**config.mk**
```make
export PLATFORM = sky130hd
export DESIGN_NAME = mem_port_arbiter_flat
export DESIGN_NICKNAME = d
export VERILOG_FILES = /design/src/rtl/mem_port_arbiter_if.sv /design/src/rtl/mem_port_arbiter.sv /design/src/flat_wrapper.sv
export SDC_FILE = /design/constraint.sdc
export NUM_CORES = 1
export LEC_CHECK = 0
export ABC_CLOCK_PERIOD_IN_PS = 2700
export CORE_UTILIZATION = 41
export DETAILED_ROUTE_END_ITERATION = 10
export PLACE_DENSITY = 0.82
export SYNTH_ARGS = -nofsm -noshare
export SYNTH_HDL_FRONTEND = slang
export SYNTH_SLANG_ARGS = --single-unit
```
**constraint.sdc**
```tcl
create_clock -name clk -period 2.7 [get_ports clk]
set_input_delay 0.54 -clock clk [delete_from_list [all_inputs] [get_ports clk]]
set_output_delay 0.54 -clock clk [all_outputs]
set_load 0.02 [all_outputs]
```
**src/rtl/mem_port_arbiter_if.sv**
```systemverilog
`default_nettype none
// ============================================================================
// Module   : mem_port_arbiter_if
// Brief    : Fetch, data, control and memory-side signals of the arbiter.
// Revision : 1.0 - initial release
// ============================================================================
interface mem_port_arbiter_if;
    logic        i_req;
    logic [15:0] i_addr;
    logic        i_flush;
    logic        i_ready;
    logic [15:0] i_rdata;

    logic        d_req;
    logic        d_we;
    logic [15:0] d_addr;
    logic [15:0] d_wdata;
    logic        d_ready;
    logic [15:0] d_rdata;

    logic        halt;
    logic        mem_read;
    logic        mem_write;
    logic [15:0] mem_addr;
    logic [15:0] mem_wdata;
    logic [15:0] mem_rdata;
    logic        mem_ack;

    // Arbiter side
    modport slave (
        input  i_req, i_addr, i_flush, d_req, d_we, d_addr, d_wdata,
        input  halt, mem_rdata, mem_ack,
        output i_ready, i_rdata, d_ready, d_rdata,
        output mem_read, mem_write, mem_addr, mem_wdata
    );

    // Requester / memory-model side
    modport master (
        output i_req, i_addr, i_flush, d_req, d_we, d_addr, d_wdata,
        output halt, mem_rdata, mem_ack,
        input  i_ready, i_rdata, d_ready, d_rdata,
        input  mem_read, mem_write, mem_addr, mem_wdata
    );
endinterface
`default_nettype wire

```
**src/rtl/mem_port_arbiter.sv**
```systemverilog
`default_nettype none
// ============================================================================
// Module   : mem_port_arbiter
// Brief    : Single-port memory arbiter between instruction fetch and data
//            access, with data priority, fetch anti-starvation and flush.
// Revision : 1.0 - initial release
// ============================================================================
module mem_port_arbiter (
    input  wire logic           clk,
    input  wire logic           reset_n,
    mem_port_arbiter_if.slave   bus
);

    localparam logic [1:0] c_IDLE  = 2'd0;
    localparam logic [1:0] c_GNT_I = 2'd1;
    localparam logic [1:0] c_GNT_D = 2'd2;
    localparam logic [1:0] c_RESP  = 2'd3;

    logic [1:0]  r_state, w_state_nxt;
    logic [1:0]  r_starve_cnt, w_starve_cnt;
    logic        r_i_flushed, w_i_flushed;
    logic        r_mem_read, w_mem_read;
    logic        r_mem_write, w_mem_write;
    logic [15:0] r_mem_addr, w_mem_addr;
    logic [15:0] r_mem_wdata, w_mem_wdata;
    logic        r_i_ready, w_i_ready;
    logic        r_d_ready, w_d_ready;
    logic [15:0] r_i_rdata, w_i_rdata;
    logic [15:0] r_d_rdata, w_d_rdata;

    logic w_i_elig;
    logic w_gnt_i;
    logic w_gnt_d;

    // A flushing fetch is not a candidate for arbitration this cycle.
    assign w_i_elig = bus.i_req & ~bus.i_flush;
    assign w_gnt_i  = (r_state == c_IDLE) & ~bus.halt & w_i_elig &
                      (~bus.d_req | (r_starve_cnt == 2'd2));
    assign w_gnt_d  = (r_state == c_IDLE) & ~bus.halt & bus.d_req & ~w_gnt_i;

    always_ff @(posedge clk or negedge reset_n) begin
        if (!reset_n) begin
            r_state <= c_IDLE;
        end else begin
            r_state <= w_state_nxt;
        end
    end

    always_comb begin
        w_state_nxt = r_state;
        case (r_state)
            c_IDLE: begin
                if (w_gnt_i)      w_state_nxt = c_GNT_I;
                else if (w_gnt_d) w_state_nxt = c_GNT_D;
            end
            c_GNT_I: if (bus.mem_ack) w_state_nxt = c_RESP;
            c_GNT_D: if (bus.mem_ack) w_state_nxt = c_RESP;
            c_RESP:  w_state_nxt = c_IDLE;
            default: w_state_nxt = c_IDLE;
        endcase
    end

    // Next values of the registered outputs; ready pulses default low.
    always_comb begin
        w_starve_cnt = r_starve_cnt;
        w_i_flushed  = r_i_flushed;
        w_mem_read   = r_mem_read;
        w_mem_write  = r_mem_write;
        w_mem_addr   = r_mem_addr;
        w_mem_wdata  = r_mem_wdata;
        w_i_ready    = 1'b0;
        w_d_ready    = 1'b0;
        w_i_rdata    = r_i_rdata;
        w_d_rdata    = r_d_rdata;
        case (r_state)
            c_IDLE: begin
                if (w_gnt_i) begin
                    w_mem_read   = 1'b1;
                    w_mem_write  = 1'b0;
                    w_mem_addr   = bus.i_addr;
                    w_starve_cnt = 2'd0;
                    w_i_flushed  = 1'b0;
                end else if (w_gnt_d) begin
                    w_mem_read   = ~bus.d_we;
                    w_mem_write  = bus.d_we;
                    w_mem_addr   = bus.d_addr;
                    w_mem_wdata  = bus.d_wdata;
                    if (w_i_elig && r_starve_cnt != 2'd2) begin
                        w_starve_cnt = r_starve_cnt + 2'd1;
                    end
                end
            end
            c_GNT_I: begin
                if (bus.i_flush) w_i_flushed = 1'b1;
                if (bus.mem_ack) begin
                    w_mem_read  = 1'b0;
                    w_mem_write = 1'b0;
                    // A flush anywhere in the grant window suppresses delivery.
                    if (!(r_i_flushed || bus.i_flush)) begin
                        w_i_ready = 1'b1;
                        w_i_rdata = bus.mem_rdata;
                    end
                end
            end
            c_GNT_D: begin
                if (bus.mem_ack) begin
                    w_mem_read  = 1'b0;
                    w_mem_write = 1'b0;
                    w_d_ready   = 1'b1;
                    if (!r_mem_write) w_d_rdata = bus.mem_rdata;
                end
            end
            default: ;
        endcase
    end

    always_ff @(posedge clk or negedge reset_n) begin
        if (!reset_n) begin
            r_starve_cnt <= 2'd0;
            r_i_flushed  <= 1'b0;
            r_mem_read   <= 1'b0;
            r_mem_write  <= 1'b0;
            r_mem_addr   <= 16'h0000;
            r_mem_wdata  <= 16'h0000;
            r_i_ready    <= 1'b0;
            r_d_ready    <= 1'b0;
            r_i_rdata    <= 16'h0000;
            r_d_rdata    <= 16'h0000;
        end else begin
            r_starve_cnt <= w_starve_cnt;
            r_i_flushed  <= w_i_flushed;
            r_mem_read   <= w_mem_read;
            r_mem_write  <= w_mem_write;
            r_mem_addr   <= w_mem_addr;
            r_mem_wdata  <= w_mem_wdata;
            r_i_ready    <= w_i_ready;
            r_d_ready    <= w_d_ready;
            r_i_rdata    <= w_i_rdata;
            r_d_rdata    <= w_d_rdata;
        end
    end

    assign bus.mem_read  = r_mem_read;
    assign bus.mem_write = r_mem_write;
    assign bus.mem_addr  = r_mem_addr;
    assign bus.mem_wdata = r_mem_wdata;
    assign bus.i_ready   = r_i_ready;
    assign bus.d_ready   = r_d_ready;
    assign bus.i_rdata   = r_i_rdata;
    assign bus.d_rdata   = r_d_rdata;

endmodule
`default_nettype wire

```
**src/flat_wrapper.sv**
```systemverilog
// flat-port wrapper written by rule: the top's interface ports become plain ports
module mem_port_arbiter_flat 
  (clk, reset_n, bus_i_req, bus_i_addr, bus_i_flush, bus_d_req, bus_d_we, bus_d_addr, bus_d_wdata, bus_halt, bus_mem_rdata, bus_mem_ack, bus_i_ready, bus_i_rdata, bus_d_ready, bus_d_rdata, bus_mem_read, bus_mem_write, bus_mem_addr, bus_mem_wdata);
  mem_port_arbiter_if bus_i ();
  input  wire logic clk;
  input  wire logic reset_n;
  input wire logic [$bits(bus_i.i_req)-1:0] bus_i_req;
  input wire logic [$bits(bus_i.i_addr)-1:0] bus_i_addr;
  input wire logic [$bits(bus_i.i_flush)-1:0] bus_i_flush;
  input wire logic [$bits(bus_i.d_req)-1:0] bus_d_req;
  input wire logic [$bits(bus_i.d_we)-1:0] bus_d_we;
  input wire logic [$bits(bus_i.d_addr)-1:0] bus_d_addr;
  input wire logic [$bits(bus_i.d_wdata)-1:0] bus_d_wdata;
  input wire logic [$bits(bus_i.halt)-1:0] bus_halt;
  input wire logic [$bits(bus_i.mem_rdata)-1:0] bus_mem_rdata;
  input wire logic [$bits(bus_i.mem_ack)-1:0] bus_mem_ack;
  output wire logic [$bits(bus_i.i_ready)-1:0] bus_i_ready;
  output wire logic [$bits(bus_i.i_rdata)-1:0] bus_i_rdata;
  output wire logic [$bits(bus_i.d_ready)-1:0] bus_d_ready;
  output wire logic [$bits(bus_i.d_rdata)-1:0] bus_d_rdata;
  output wire logic [$bits(bus_i.mem_read)-1:0] bus_mem_read;
  output wire logic [$bits(bus_i.mem_write)-1:0] bus_mem_write;
  output wire logic [$bits(bus_i.mem_addr)-1:0] bus_mem_addr;
  output wire logic [$bits(bus_i.mem_wdata)-1:0] bus_mem_wdata;
  assign bus_i.i_req = bus_i_req;
  assign bus_i.i_addr = bus_i_addr;
  assign bus_i.i_flush = bus_i_flush;
  assign bus_i.d_req = bus_d_req;
  assign bus_i.d_we = bus_d_we;
  assign bus_i.d_addr = bus_d_addr;
  assign bus_i.d_wdata = bus_d_wdata;
  assign bus_i.halt = bus_halt;
  assign bus_i.mem_rdata = bus_mem_rdata;
  assign bus_i.mem_ack = bus_mem_ack;
  assign bus_i_ready = bus_i.i_ready;
  assign bus_i_rdata = bus_i.i_rdata;
  assign bus_d_ready = bus_i.d_ready;
  assign bus_d_rdata = bus_i.d_rdata;
  assign bus_mem_read = bus_i.mem_read;
  assign bus_mem_write = bus_i.mem_write;
  assign bus_mem_addr = bus_i.mem_addr;
  assign bus_mem_wdata = bus_i.mem_wdata;
  mem_port_arbiter u_core (.clk(clk), .reset_n(reset_n), .bus(bus_i));
endmodule
```
==> reports/results.ini <==
[outcome]
status = finished, final reports clean

[yosys]
netlist.area_leader.share = 0.5986
synth_cells = 208
syn_area_um2 = 3052
ys_ff_latch = 73
synthTopCellsByCount = 73 x dfrtp_1, 52 x mux2_2, 16 x a221o_1, 16 x and3_1, 7 x inv_1
synth_edf_count = 0
synth-seq-area-share = 0.5986
ys.flop_type = dfrtp_1
avgSynthCellArea_um2 = 14.67
synth_area_leaders = dfrtp_1 60%, mux2_2 19%, a221o_1 5.2%
yosys_warnings = 0
synth_nets = 286
synthArstFlopShare = 1.000
synth.distinct_cells = 27
yosysTopAreaCell = dfrtp_1
yosys.cell_count.top_type = dfrtp_1

[clocking]
cts.sinks = 73
root_buffer = clkbuf_8
numCtsBuffers = 9
tritoncts = yes
holdBufCountCts = 0
ctsResizeCount = 0
post_cts_buffers = 0
cts_buffer_depth = 2
insertion_delay_ns = 0.34
cts-htree-levels = 3
path_clk_slew_ns = 0.08

[place]
port_buffers = 139
place_area_um2 = 4567
hpwl_mm = 5.097
place_congestion = 0.7571

[cells_and_area]
syn2layout_area_growth_pct = 58.34
nets = 429
drive_above_1_share = 0.2107
final_area_um2 = 4832
diodes = 0

[die]
num_io_pins = 140
initial_utilization = 0.4230
dieHeight_um = 88.28
die_w_um = 88.28
rows = 31
die_area_um2 = 7792
core_um2 = 7214

[sta]
setup_viol = 0
period_share = 0.8020
finalMaxSlewViolations = 0
tns_ns = 0
period_needed_ns = 2.166
maxSlewHeadroom = 0.3980
fmax_mhz = 461.8
rsz0062_at_grt = false
finClkSkew_ns = 0.007433
tightest_slew_ns = 0.9029
final_hold_viol_count = 0

[route]
wl_mm = 7.086
vias = 2273
vias_per_cell = 4.996
ant_nets = 0
drcViolationCount = 0
wire_per_inst_um = 15.57
drt_iter0_markers = 76
firstDrtPassIters = 4

[global_routing]
grt_overflow_total = 0
antenna_found_initial = 0
grt_first_pass_wirelength_mm = 11.25
grt_pass1_vias = 2349
grt_max_degree = 74
grt.total_usage = 0.1919

[power_and_ir_drop]
vdd_drop_max_v = 0.0004464
cellPowerDensity_nw_per_um2 = 1189
p_leak_nw = 2.100

[critical_path]
r2r_start = u_core.r_state[0]
critPathArrivalTime_ns = 2.39
critical-path-slowest-cell = clkdlybuf4s50_1
critPathLaunchType = primary input
worst-path-buf-inv = 2
cp_cell_sequence = clkdlybuf4s50_1, and4bb_4, a2111oi_4, buf_12, mux2_2
path_max_fanout = 32
crit_family = buffers and inverters
cp_slowest_stage_delay_ns = 0.57
crit_type = primary input to register
endpoint_kind = register
worstPathRequired_ns = 2.92
startpoint = bus_halt

[flow_run]
cap_violations = 0

[min_path]
hold_class = primary input to async pin

-- layout make-up --
cell class	count	area (um2)
Fill cell	553	2382
Sequential cell	73	1827
Timing Repair Buffer	143	1444
Multi-Input combinational cell	117	1146
Clock inverter	6	137.6
Clock buffer	10	127.6
Tap cell	99	123.9
Inverter	7	26.28
-- layout by cell type (no fill, tap or decap), types with 2 or more instances in the layout --
| cell | count |
|---|---|
| clkdlybuf4s50_1 | 138 |
| dfrtp_1 | 73 |
| mux2_2 | 52 |
| and3_1 | 16 |
| a221o_1 | 16 |
| clkbuf_8 | 9 |
| inv_1 | 7 |
| ha_1 | 6 |
| nand2b_1 | 4 |
| a31oi_1 | 4 |
| bufinv_16 | 4 |
| nor2_1 | 3 |
| nor2b_1 | 3 |
| buf_4 | 3 |
| and2_1 | 2 |
| inv_6 | 2 |
| buf_12 | 2 |
-- where the power goes --
group          switching (W)  total, W  internal (W)  leakage [nW]
sequential          0.000285   0.00190       0.00162         0.895
combinational        0.00123   0.00272       0.00149          1.07
clock               0.000405   0.00112      0.000714         0.131
total                0.00192   0.00575       0.00382          2.10
-- registers in the layout (all words and copies together) (netlist names) --
| register | cells |
|---|---|
| u_core.bus.d_rdata | 16 |
| u_core.bus.d_ready | 1 |
| u_core.bus.i_rdata | 16 |
| u_core.bus.i_ready | 1 |
| u_core.bus.mem_addr | 16 |
| u_core.bus.mem_read | 1 |
| u_core.bus.mem_wdata | 16 |
| u_core.bus.mem_write | 1 |
| u_core.r_i_flushed | 1 |
| u_core.r_starve_cnt | 2 |
| u_core.r_state | 2 |
-- metal layers --
layer / GRT usage / part of all wire / vias up
li1: - / - / 1060
met1: 0.2399 / 0.40 / 1120
met2: 0.3210 / 0.51 / 86
met3: 0.05597 / 0.077 / 7
met4: 0.06305 / 0.011 / 0
met5: 0 / 0 / -
-- metrics by stage --
step                        util  setup slack [ns]  hold WS (ns)  instances  total power [W]
after global placement    0.6330            0.2314        0.4870        439         0.004589
after detailed placement  0.6330            0.1804        0.4939        439         0.004672
after floorplan                -            0.6820        0.2444        208         0.003322
final                     0.6698            0.5345        0.3192        455         0.005746
after global routing      0.6698            0.4696        0.4022        455         0.006067
after CTS                 0.6698            0.5475        0.3483        455         0.005799
-- kinds of logic (layout without fill, tap and decap cells) --
family	after synthesis	in the layout	synth area share
flip-flops	73	73	0.5986
multiplexers	53	53	0.1952
AND/OR/NAND/NOR	30	30	0.06519
AO/OA/AOI/OAI	28	28	0.08774
buffers and inverters	18	166	0.02870
adder cells (fa/ha/maj)	6	6	0.02460
-- worst register-to-register path: stages, from the launching register on --
cell,delay (ns)
dfrtp_1,0.38
inv_1,0.10
ha_1,0.36
nor2b_1,0.16
a2111oi_0,0.59
mux2_2,0.40
-- worst paths after layout --
| path | to | slack (ns) | cells after the start |
|---|---|---|---|
| max | u_core.bus.mem_wdata[0] | 0.53 | 5 |
| min | u_core.bus.i_rdata[12] | 0.32 | 1 |
| max reg2reg | u_core.bus.mem_write | 0.59 | 5 |
| min reg2reg | u_core.bus.mem_wdata[0] | 0.51 | 1 |
| max in group asynchronous | u_core.bus.d_rdata[13] | 1.79 | 1 |
| min in group clk | u_core.bus.mem_wdata[0] | 0.51 | 1 |
Power figures use the tool's default switching activity.
